## src/rtl/float_div_pipeline.sv

```systemverilog
// float_div_pipeline: multi-cycle single-precision divider, out = a / b.
// Restoring division producing one quotient bit per cycle, then a single
// normalise/clamp cycle. Operands with exp==0 are treated as zero, the
// mantissa is truncated, and the req/ack handshake matches the multiplier.
module float_div_pipeline #(
  parameter int float_width      = 32,
  parameter int float_exp_width  = 8,
  parameter int float_mant_width = 23
) (
  input  logic                   clk,
  input  logic                   rst,
  input  logic                   req,
  output logic                   ack,
  input  logic [float_width-1:0] a,
  input  logic [float_width-1:0] b,
  output logic [float_width-1:0] out
);

  localparam int EW = float_exp_width;
  localparam int MW = float_mant_width;

  typedef enum logic [1:0] {
    IDLE = 2'd0,
    DIV  = 2'd1,
    NORM = 2'd2
  } state_t;

  // Exponent arithmetic runs two bits wider and signed so that overflow
  // above the all-ones exponent and underflow below zero are both visible.
  localparam logic signed [EW+1:0] BIAS_E  = {3'b000, {(EW-1){1'b1}}};
  localparam logic signed [EW+1:0] EMAX_E  = {2'b00, {EW{1'b1}}};
  localparam logic signed [EW+1:0] ZERO_E  = {(EW+2){1'b0}};
  localparam logic signed [EW+1:0] ONE_E   = {{(EW+1){1'b0}}, 1'b1};
  localparam logic [4:0]           POS_LAST = 5'(MW + 1);

  state_t                  state_r;
  logic [4:0]              pos_r;
  logic [MW+1:0]           rem_r;   // partial remainder, < 2*mb
  logic [MW:0]             mb_r;    // divisor with hidden one
  logic [MW+1:0]           q_r;     // quotient, MSB first via shift-in
  logic signed [EW+1:0]    exp_r;
  logic                    sign_r;

  logic                    a_zero_s;
  logic                    b_zero_s;
  logic                    sign_s;
  logic signed [EW+1:0]    exp_calc_s;
  logic                    rem_ge_s;
  logic [MW+1:0]           rem_sub_s;
  logic [MW-1:0]           mant_norm_s;
  logic signed [EW+1:0]    exp_norm_s;
  logic [float_width-1:0]  result_s;

  assign a_zero_s   = (a[float_width-2 -: EW] == {EW{1'b0}});
  assign b_zero_s   = (b[float_width-2 -: EW] == {EW{1'b0}});
  assign sign_s     = a[float_width-1] ^ b[float_width-1];
  assign exp_calc_s = $signed({2'b00, a[float_width-2 -: EW]})
                    - $signed({2'b00, b[float_width-2 -: EW]}) + BIAS_E;
  assign rem_ge_s   = (rem_r >= {1'b0, mb_r});
  assign rem_sub_s  = rem_r - {1'b0, mb_r};

  // Normalise the finished quotient and clamp the exponent into range.
  always_comb begin
    mant_norm_s = {MW{1'b0}};
    exp_norm_s  = exp_r;
    result_s    = {float_width{1'b0}};
    if (q_r[MW+1]) begin
      mant_norm_s = q_r[MW:1];
      exp_norm_s  = exp_r;
    end else begin
      mant_norm_s = q_r[MW-1:0];
      exp_norm_s  = exp_r - ONE_E;
    end
    if (exp_norm_s >= EMAX_E) begin
      result_s = {sign_r, {EW{1'b1}}, {MW{1'b0}}};
    end else if (exp_norm_s <= ZERO_E) begin
      result_s = {float_width{1'b0}};
    end else begin
      result_s = {sign_r, exp_norm_s[EW-1:0], mant_norm_s};
    end
  end

  // Control FSM with registered ack/out; ack pulses for one cycle only.
  always_ff @(posedge clk or negedge rst) begin
    if (!rst) begin
      state_r <= IDLE;
      pos_r   <= 5'd0;
      rem_r   <= {(MW+2){1'b0}};
      mb_r    <= {(MW+1){1'b0}};
      q_r     <= {(MW+2){1'b0}};
      exp_r   <= ZERO_E;
      sign_r  <= 1'b0;
      ack     <= 1'b0;
      out     <= {float_width{1'b0}};
    end else begin
      ack <= 1'b0;
      out <= {float_width{1'b0}};
      case (state_r)
        IDLE: begin
          if (req) begin
            if (a_zero_s) begin
              ack <= 1'b1;
              out <= {float_width{1'b0}};
            end else if (b_zero_s) begin
              ack <= 1'b1;
              out <= {sign_s, {EW{1'b1}}, {MW{1'b0}}};
            end else begin
              rem_r   <= {2'b01, a[MW-1:0]};
              mb_r    <= {1'b1, b[MW-1:0]};
              q_r     <= {(MW+2){1'b0}};
              exp_r   <= exp_calc_s;
              sign_r  <= sign_s;
              pos_r   <= 5'd0;
              state_r <= DIV;
            end
          end
        end
        DIV: begin
          if (rem_ge_s) begin
            q_r   <= {q_r[MW:0], 1'b1};
            rem_r <= {rem_sub_s[MW:0], 1'b0};
          end else begin
            q_r   <= {q_r[MW:0], 1'b0};
            rem_r <= {rem_r[MW:0], 1'b0};
          end
          pos_r <= pos_r + 5'd1;
          if (pos_r == POS_LAST) begin
            state_r <= NORM;
          end
        end
        NORM: begin
          ack     <= 1'b1;
          out     <= result_s;
          state_r <= IDLE;
        end
        default: begin
          state_r <= IDLE;
        end
      endcase
    end
  end

endmodule

```

## config.mk

```make
export PLATFORM = sky130hd
export DESIGN_NAME = float_div_pipeline
export DESIGN_NICKNAME = d
export VERILOG_FILES = /design/src/rtl/float_div_pipeline.sv
export SDC_FILE = /design/constraint.sdc
export NUM_CORES = 1
export LEC_CHECK = 0
export CAP_MARGIN = 20
export CORE_MARGIN = 2
export CORE_UTILIZATION = 40
export DETAILED_ROUTE_END_ITERATION = 10
export GPL_TIMING_DRIVEN = 0
export PLACE_DENSITY = 0.66
export SLEW_MARGIN = 20
export SYNTH_ARGS = -nofsm -noshare
export SYNTH_HDL_FRONTEND = slang
export SYNTH_SLANG_ARGS = --single-unit
```

## constraint.sdc

```tcl
create_clock -name clk -period 3.2 [get_ports clk]
set_input_delay 0.32 -clock clk [delete_from_list [all_inputs] [get_ports clk]]
set_output_delay 0.32 -clock clk [all_outputs]
set_load 0.01 [all_outputs]
```

==> impl_metrics.tcl, run 1 <==
set metrics [dict create \
    detail_route.vias_per_cell 5.241 \
    synth_warnings 0 \
    numPlacedInstances 1051 \
    port-buffer-count 99 \
    final_cells 1083 \
    tritoncts "built" \
    critPathLaunch "rem_r[19]" \
    worst_setup_path_end_kind "register" \
    postRouteAntennaNets 0 \
    wl_mm 16.84 \
    clk_path_buf_depth 2 \
    worst-slew-pin-transition_ps 850.0 \
    worstPathArrival_ps 3200 \
    share_of_layout_cells_above_drive_strength_1 0.05594 \
    syn_avg_cell_area_um2 9.589 \
    min_period_ps 2932 \
    num-nets-final 951 \
    synth_edf_count 0 \
    max-slew-margin-rel 0.4281 \
    cts.sink_count 125 \
    floorplan.rows 48 \
    path_max_fanout 10 \
    power.ir.vdd_worst_uv 506.6 \
    gp_congestion 0.8863 \
    route.detailed.wl_per_inst_um 15.55 \
    io_pins 100 \
    multi_input_area_mm2 0.003518 \
    die_height_um 135.9 \
    finalPower_mw 9.022 \
    leakage_nw 3.862 \
    design.core.area_mm2 0.01718 \
    most_instantiated_flip_flop_cell_in_the_synthesis_netlist "sky130_fd_sc_hd__dfrtp_1" \
    drtPass1Iterations 7 \
    report.final.hold_viol_count 0 \
    setup_viol_count_final 0 \
    grt_antenna_before_repair 0 \
    ys_seq_area_frac 0.4493 \
    post_cts_buffers 0 \
    tritoncts.num_buffers 17 \
    global_route.overflow_total 0 \
    die_area_mm2 0.01848 \
    clk_latency_ps 420 \
    worst_r2r_startpoint "rem_r[19]" \
    unrepaired_setup_endpoints_after_global_routing "no" \
    count_of_different_cell_masters_after_synthesis 60 \
    drt_drc_violations_left 0 \
    areaGrowthSynthToFinish_pct 27.34 \
    final_cell_mix "sky130_fd_sc_hd__dfrtp_1 (125), sky130_fd_sc_hd__clkdlybuf4s50_1 (98), sky130_fd_sc_hd__o21ai_0 (78)" \
    via_count_of_the_first_global_routing_pass 5633 \
    final.period_utilization 0.9162 \
    run_status "complete, no violations" \
    drt_iter0_markers 426 \
    detailed_route_via_count 5676 \
    count_of_inserted_antenna_diode_cells 0 \
    global_route_wire_length_before_repair_mm 28.32 \
    detailed_place_hpwl_mm 12.35 \
    cts.reportedPaths.clkPinSlew_ps 60 \
    powerDensity_mw_per_mm2 1018 \
    gr-usage-all-layers 0.1947 \
    layout.cells.most_common "sky130_fd_sc_hd__dfrtp_1" \
    maxSlewViolCount 0 \
    num-fill-cells 1624 \
    yosys_register_bits 125 \
    root_buffer "sky130_fd_sc_hd__clkbuf_16" \
    cap_violations 0 \
    synth.net_count 831 \
    number_of_h_tree_levels 4 \
    initial_core_util 0.4053 \
    cts.hold.buffers_added 1 \
    die_width_um 135.9 \
    largest_net_degree_at_the_start_of_global_routing 71 \
    syn_area_mm2 0.006962 \
    register_area_mm2 0.003128 \
    worst_ep_required_time_ps 3460 \
    critPathKind "register to register" \
    synth_async_sr_flop_share 1.000 \
    reg2reg_depth 9 \
    worst_min_path_class "input port to async pin" \
    startpoint_class "register" \
    syn_inst 726 \
    max_freq_mhz 341.1 \
    cts_resized 0 \
    timing.clock.skew_ps 7.334 \
]
flip-flops by register name, indices dropped and copies added, names as in the netlist:
register	cells
state_r	2
exp_r	10
mb_r	24
pos_r	5
rem_r	25
sign_r	1
ack	1
q_r	25
out	32
path summary, 6_finish.rpt:
kind	end	slack [ps]
max	rem_r[13]	270
min	exp_r[8]	430
max reg2reg	rem_r[13]	270
min reg2reg	mb_r[23]	450
max in group asynchronous	rem_r[16]	2080
min in group clk	mb_r[23]	450
worst max-delay path, stage by stage (launching register included):
cell and delay (ps):
sky130_fd_sc_hd__dfrtp_1 400, sky130_fd_sc_hd__ha_1 380, sky130_fd_sc_hd__a21o_1 240, sky130_fd_sc_hd__o21a_1 180, sky130_fd_sc_hd__a311oi_1 370, sky130_fd_sc_hd__and3_1 290, sky130_fd_sc_hd__a22oi_4 150, sky130_fd_sc_hd__nand2_1 170
sky130_fd_sc_hd__clkbuf_1 400, sky130_fd_sc_hd__o21ai_0 200
per-stage QoR:
| step | instance area [um^2] | setup slack [ps] | util | hold WS, ps | setup TNS [ps] |
|---|---|---|---|---|---|
| global placement | 8234 | -3049 | 0.4794 | 434.3 | -380310 |
| finish | 8865 | 268.2 | 0.5161 | 425.9 | 0 |
| global route | 8865 | 63.11 | 0.5161 | 463.8 | 0 |
| CTS | 8865 | 277.5 | 0.5161 | 450.3 | 0 |
| detailed placement | 8263 | 106.6 | 0.4811 | 324.4 | 0 |
| floorplan | 6962 | 771.0 | - | 24.41 | 0 |
final cells by class:
cell class	instances	area share
Multi-Input combinational cell	524	0.3969
Sequential cell	125	0.3529
Timing Repair Buffer	101	0.1162
Clock buffer	21	0.05081
Tap cell	225	0.03176
Inverter	47	0.01990
Clock inverter	10	0.01595
Buffer	30	0.01567
cells by family (layout without fill, tap and decap cells):
kind of cell / after synthesis / in the layout / share of synthesized area
AOI/OAI and AO/OA: 216 / 216 / 0.2063
xor gates and xnor gates: 42 / 42 / 0.05284
adders and majority gates: 38 / 38 / 0.07045
buffers and inverters: 77 / 209 / 0.04529
DFF: 125 / 125 / 0.4493
muxes: 30 / 30 / 0.04313
and+or+nand+nor: 198 / 198 / 0.1326
power by group:
group	internal, mW	leakage (nW)	switching, mW	total, mW
logic	1.92	1.97	2.63	4.55
registers	2.13	1.62	0.408	2.54
clock network	1.24	0.271	0.698	1.94
total	5.29	3.86	3.73	9.02
routing by layer:
metal	up-vias	global-route usage	wire, um
met5	-	0	0
li1	2831	-	-
met3	17	0.03990	597
met4	0	0.05324	202
met2	119	0.3297	8222
met1	2709	0.2541	7815
cells in the mapped netlist, types with 10 or more instances:
cell	number	share of area
sky130_fd_sc_hd__dfrtp_1	125	0.45
sky130_fd_sc_hd__o21ai_0	78	0.056
sky130_fd_sc_hd__nand2_1	72	0.039
sky130_fd_sc_hd__nor2_1	58	0.031
sky130_fd_sc_hd__inv_1	47	0.025
sky130_fd_sc_hd__ha_1	36	0.065
sky130_fd_sc_hd__a21oi_1	33	0.024
sky130_fd_sc_hd__a22o_1	31	0.039
sky130_fd_sc_hd__mux2i_1	30	0.043
sky130_fd_sc_hd__xnor2_1	23	0.029
sky130_fd_sc_hd__clkbuf_1	19	0.010
sky130_fd_sc_hd__xor2_1	19	0.024
sky130_fd_sc_hd__a22oi_1	12	0.013
sky130_fd_sc_hd__a21o_1	10	0.011
No activity file was read; power rests on OpenSTA's default activity.
==> inputs of run 2 (changes only) <==
--- a/config.mk
+++ b/config.mk
@@ -5,8 +5,8 @@
 export SDC_FILE = /design/constraint.sdc
 export NUM_CORES = 1
 export LEC_CHECK = 0
+export ABC_CLOCK_PERIOD_IN_PS = 3200
 export CAP_MARGIN = 20
-export CORE_MARGIN = 2
 export CORE_UTILIZATION = 40
 export DETAILED_ROUTE_END_ITERATION = 10
 export GPL_TIMING_DRIVEN = 0
==> impl_metrics.tcl, run 2 (synthesis gave the netlist of run 1 again) <==
set metrics [dict create \
    run_status "complete, no violations" \
    share_of_layout_cells_above_drive_strength_1 0.05711 \
    cap_violations 0 \
    rr_endpoint "rem_r[15]" \
    path_max_fanout 10 \
    global_route.overflow_total 0 \
    post_cts_buffers 0 \
    design.core.area_mm2 0.01676 \
    largestRegisters "out: 32 flops, q_r: 25 flops, rem_r: 25 flops" \
    grt_antenna_before_repair 0 \
    detailed_route_via_count 5739 \
    via_count_of_the_first_global_routing_pass 5555 \
    postRouteAntennaNets 0 \
    final_cell_mix "sky130_fd_sc_hd__dfrtp_1 (125), sky130_fd_sc_hd__clkdlybuf4s50_1 (98), sky130_fd_sc_hd__o21ai_0 (78)" \
    layout.cells.most_common "sky130_fd_sc_hd__dfrtp_1" \
    min_period_ps 2945 \
    unrepaired_setup_endpoints_after_global_routing "no" \
    setup_slack_ps 254.8 \
    initial_core_util 0.4154 \
    cts_resized 0 \
    cts.reportedPaths.clkPinSlew_ps 50 \
    timing.clock.skew_ps 6.511 \
    detail_route.vias_per_cell 5.324 \
    tritoncts.num_buffers 17 \
    leakage_nw 3.893 \
    clk_path_buf_depth 2 \
    route.met3.wl_um 611 \
    placement.cell_area_mm2 0.008257 \
    met2_length_mm 7.964 \
    cts.sink_count 125 \
    detail_route.wirelength.met1_mm 7.531 \
    areaGrowthSynthToFinish_pct 27.71 \
    drtPass1Iterations 5 \
    worst_setup_path_end_kind "register" \
    maxSlewViolCount 0 \
    tritoncts "built" \
    floorplan.rows 47 \
    report.final.hold_viol_count 0 \
    setup_tns_ps 0 \
    design_area_mm2 0.008891 \
    worst_min_path_class "input port to async pin" \
    regMostFlops "out" \
    die_height_um 133.9 \
    reg2reg_depth 9 \
    gp_congestion 0.8519 \
    critPathKind "register to register" \
    multi_input_area_mm2 0.003518 \
    worst_r2r_startpoint "rem_r[16]" \
    die_area_mm2 0.01794 \
    place_worst_setup_slack_ps 114.3 \
    worstPathArrival_ps 3210 \
    drt_drc_violations_left 0 \
    final.period_utilization 0.9204 \
    max_freq_mhz 339.5 \
    drt_iter0_markers 303 \
    worst_hold_slack_ps 425.8 \
    die_width_um 133.9 \
    power.ir.vdd_worst_uv 627.8 \
    io_pins 100 \
    numPlacedInstances 1046 \
    powerDensity_mw_per_mm2 1027 \
    num-nets-final 951 \
    worst_ep_required_time_ps 3470 \
    largest_net_degree_at_the_start_of_global_routing 71 \
    startpoint_class "register" \
    highest-signal-layer "met4" \
    root_buffer "sky130_fd_sc_hd__clkbuf_16" \
    clk_latency_ps 420 \
    max-slew-margin-rel 0.4409 \
    detailed_place_hpwl_mm 12.18 \
    wl_mm 16.45 \
    num-fill-cells 1548 \
    number_of_h_tree_levels 4 \
    critPathLaunch "rem_r[16]" \
    register_area_mm2 0.003128 \
    count_of_inserted_antenna_diode_cells 0 \
    final_cells 1078 \
    reg2reg_setup_slack_ps 250 \
    global_route_wire_length_before_repair_mm 27.24 \
    gr-usage-all-layers 0.1937 \
    setup_viol_count_final 0 \
    route.detailed.wl_per_inst_um 15.26 \
    worst-slew-pin-transition_ps 831.0 \
    capturing_element_of_the_worst_setup_path "rem_r[15]" \
    largest_register_ff_count 32 \
    port-buffer-count 99 \
]
run 2: changes by cell type in the layout (fill, tap and decap cells not counted):
cell / delta
sky130_fd_sc_hd__bufinv_16: +1
sky130_fd_sc_hd__clkinv_2: +1
sky130_fd_sc_hd__clkinvlp_4: -4
sky130_fd_sc_hd__clkinv_4: +2
sky130_fd_sc_hd__clkbuf_8: +1
sky130_fd_sc_hd__clkbuf_1: -1
run 2: cell type report:
class                           instances  share of cell area
Clock inverter                         10             0.01844
Timing Repair Buffer                  101              0.1158
Tap cell                              220             0.03096
Buffer                                 30             0.01562
Sequential cell                       125              0.3518
Inverter                               47             0.01984
Clock buffer                           21             0.05179
Multi-Input combinational cell        524              0.3957
run 2: routing by layer:
metal | track usage | vias up
li1 | - | 2836
met1 | 0.2452 | 2742
met2 | 0.3224 | 133
met3 | 0.04686 | 28
met4 | 0.06755 | 0
met5 | 0 | -
run 2: timing repair:
item | CTS | global route
hold endpoints to repair | 55 | 0
setup endpoints to repair | 0 | 0
hold buffers | 1 | 0
run 2: metrics by stage:
stage                       util  power (mW)
final                     0.5305       9.128
after global routing      0.5305       9.803
after CTS                 0.5305       9.129
after detailed placement  0.4926       7.037
after global placement    0.4909       6.962
after floorplan                -       5.928
run 2: worst min-delay path by stage:
stage,start,cells past startpoint,end
final,rst,2,out[30]
after global routing,b[20],3,mb_r[20]
after CTS,b[10],3,mb_r[10]
after detailed placement,rst,1,out[30]
after global placement,mb_r[23],2,mb_r[23]
after floorplan,rst,0,ack
run 2: report_power, final:
part | switching, mW | internal, mW
clock network | 0.682 | 1.34
logic | 2.65 | 1.92
registers | 0.409 | 2.13
run 2: critical path: stages, from the launching register on:
cell	delay, ps
sky130_fd_sc_hd__dfrtp_1	410
sky130_fd_sc_hd__ha_1	390
sky130_fd_sc_hd__a21oi_1	200
sky130_fd_sc_hd__o21ai_0	150
sky130_fd_sc_hd__a311oi_1	440
sky130_fd_sc_hd__and3_1	290
sky130_fd_sc_hd__a22oi_4	150
sky130_fd_sc_hd__nand2_1	170
sky130_fd_sc_hd__clkbuf_1	400
sky130_fd_sc_hd__o21ai_0	190
==> inputs of run 3 (changes only) <==
--- a/config.mk
+++ b/config.mk
@@ -7,6 +7,7 @@
 export LEC_CHECK = 0
 export ABC_CLOCK_PERIOD_IN_PS = 3200
 export CAP_MARGIN = 20
+export CORE_ASPECT_RATIO = 0.9
 export CORE_UTILIZATION = 40
 export DETAILED_ROUTE_END_ITERATION = 10
 export GPL_TIMING_DRIVEN = 0
==> impl_metrics.tcl, run 3 (synthesis gave the netlist of run 1 again) <==
set metrics [dict create \
    largest_register_ff_count 32 \
    setup_viol_count_final 0 \
    leakage_nw 3.864 \
    largest_net_degree_at_the_start_of_global_routing 82 \
    final_cell_mix "sky130_fd_sc_hd__dfrtp_1 (125), sky130_fd_sc_hd__clkdlybuf4s50_1 (98), sky130_fd_sc_hd__o21ai_0 (78)" \
    global_route.overflow_total 0 \
    layout.cells.most_common "sky130_fd_sc_hd__dfrtp_1" \
    worst_path_cell_trace "ha_1 -> a21o_1 -> o21a_1 -> a311oi_1 -> and3_1 -> a22oi_4 -> nand2_1 -> clkbuf_1 -> o21ai_0" \
    detailed_route_via_count 5751 \
    cap_violations 0 \
    postRouteAntennaNets 0 \
    slowest_library_cell_on_the_worst_path "sky130_fd_sc_hd__dfrtp_1" \
    drtPass1Iterations 5 \
    worst_ep_required_time_ps 3480 \
    final_util 0.5220 \
    root_buffer "sky130_fd_sc_hd__clkbuf_16" \
    areaGrowthSynthToFinish_pct 27.07 \
    cts.reportedPaths.clkPinSlew_ps 60 \
    path_max_fanout 10 \
    initial_core_util 0.4108 \
    worst_min_path_class "input port to async pin" \
    crit_buf_inv 1 \
    min_period_ps 2884 \
    critPathKind "register to register" \
    design_area_mm2 0.008846 \
    cts.sink_count 125 \
    tritoncts "built" \
    final.period_utilization 0.9013 \
    wl_mm 16.67 \
    worst_setup_path_end_kind "register" \
    detailed_place_hpwl_mm 12.40 \
    max_freq_mhz 346.7 \
    drt_iter0_markers 424 \
    post_cts_buffers 0 \
    die_area_mm2 0.01794 \
    number_of_h_tree_levels 4 \
    largestRegisters "out: 32 flops, q_r: 25 flops, rem_r: 25 flops" \
    detail_route.vias_per_cell 5.257 \
    placement.cell_area_mm2 0.008275 \
    clk_path_buf_depth 2 \
    tritoncts.num_buffers 17 \
    share_of_layout_cells_above_drive_strength_1 0.05937 \
    clk_latency_ps 420 \
    run_status "complete, no violations" \
    die_height_um 127.2 \
    timing.clock.skew_ps 7.463 \
    max-slew-margin-rel 0.4162 \
    report.final.hold_viol_count 0 \
    maxSlewViolCount 0 \
    gr-usage-all-layers 0.1985 \
    cp_slowest_stage_delay_ps 400 \
    worst-slew-pin-transition_ps 867.7 \
    startpoint_class "register" \
    finalPower_mw 8.894 \
    count_of_inserted_antenna_diode_cells 0 \
    route.detailed.wl_per_inst_um 15.24 \
    floorplan.rows 45 \
    die_width_um 141.1 \
    gp_congestion 0.8664 \
    grt_antenna_before_repair 0 \
    regMostFlops "out" \
    via_count_of_the_first_global_routing_pass 5672 \
    drt_drc_violations_left 0 \
    num-nets-final 951 \
    kind_of_cell_with_the_highest_combined_delay_on_the_critical_path "compound AO/OA/AOI/OAI gates" \
    io_pins 100 \
    worstPathArrival_ps 3160 \
    setup_tns_ps 0 \
    power.ir.vdd_worst_uv 562.5 \
    powerDensity_mw_per_mm2 1005 \
    global_route_wire_length_before_repair_mm 27.87 \
    port-buffer-count 99 \
    design.core.area_mm2 0.01695 \
    unrepaired_setup_endpoints_after_global_routing "no" \
]
[run 3: changes by cell type in the layout (fill, tap and decap cells not counted)]
cell,change
sky130_fd_sc_hd__clkinvlp_4,+1
sky130_fd_sc_hd__bufinv_16,-3
sky130_fd_sc_hd__clkinv_2,+2
sky130_fd_sc_hd__clkinv_4,+1
sky130_fd_sc_hd__clkbuf_8,-1
sky130_fd_sc_hd__inv_6,+2
sky130_fd_sc_hd__clkbuf_1,-1
[run 3: report_power, final]
group	total, mW	internal (mW)	switching (mW)
combinational	4.55	1.93	2.62
sequential	2.54	2.13	0.414
clock	1.80	1.09	0.714
[run 3: metal layers]
metal	wire [um]	track usage	vias up
met3	699	0.04573	18
li1	-	-	2843
met2	7554	0.3084	148
met1	8254	0.2764	2742
met4	159	0.05754	0
met5	0	0	-
[run 3: worst paths after layout]
path	start	end	slack, ps	depth (start not counted)
worst min register to register	mb_r[23]	mb_r[23]	460	2
max in group asynchronous	rst	out[19]	2090	3
worst min-delay path	rst	out[24]	390	2
worst max register to register	rem_r[19]	rem_r[13]	320	9
worst max-delay path	rem_r[19]	rem_r[13]	320	9
min in group clk	b[0]	mb_r[0]	450	3
[run 3: worst reg2reg max path, cell delays in order (launching register included)]
cell and delay (ps):
sky130_fd_sc_hd__dfrtp_1 400, sky130_fd_sc_hd__ha_1 390, sky130_fd_sc_hd__a21o_1 240, sky130_fd_sc_hd__o21a_1 180, sky130_fd_sc_hd__a311oi_1 390, sky130_fd_sc_hd__and3_1 300, sky130_fd_sc_hd__a22oi_4 150, sky130_fd_sc_hd__nand2_1 160
sky130_fd_sc_hd__clkbuf_1 390, sky130_fd_sc_hd__o21ai_0 170
[run 3: final cells by class]
class	instances	area [um^2]
Tap cell	235	294.0
Sequential cell	125	3128
Multi-Input combinational cell	524	3518
Inverter	47	176.4
Fill cell	1521	8102
Timing Repair Buffer	101	1030
Clock buffer	19	442.9
Buffer	30	138.9
Clock inverter	13	117.6
[run 3: timing repair]
item                       4_1_cts  5_1_grt
hold buffers                     1        0
hold endpoints to repair        44        0
setup endpoints to repair        0        0
gates resized for setup          0        0
[run 3: metrics by stage]
stage / hold slack (ps) / setup WS (ps) / cells
6_report: 389.0 / 315.7 / 1094
3_3_place_gp: 444.3 / -3105 / 1060
4_1_cts: 406.2 / 271.0 / 1094
3_5_place_dp: 271.7 / 122.8 / 1061
2_1_floorplan: 24.41 / 771.0 / 726
5_1_grt: 422.1 / 46.79 / 1094
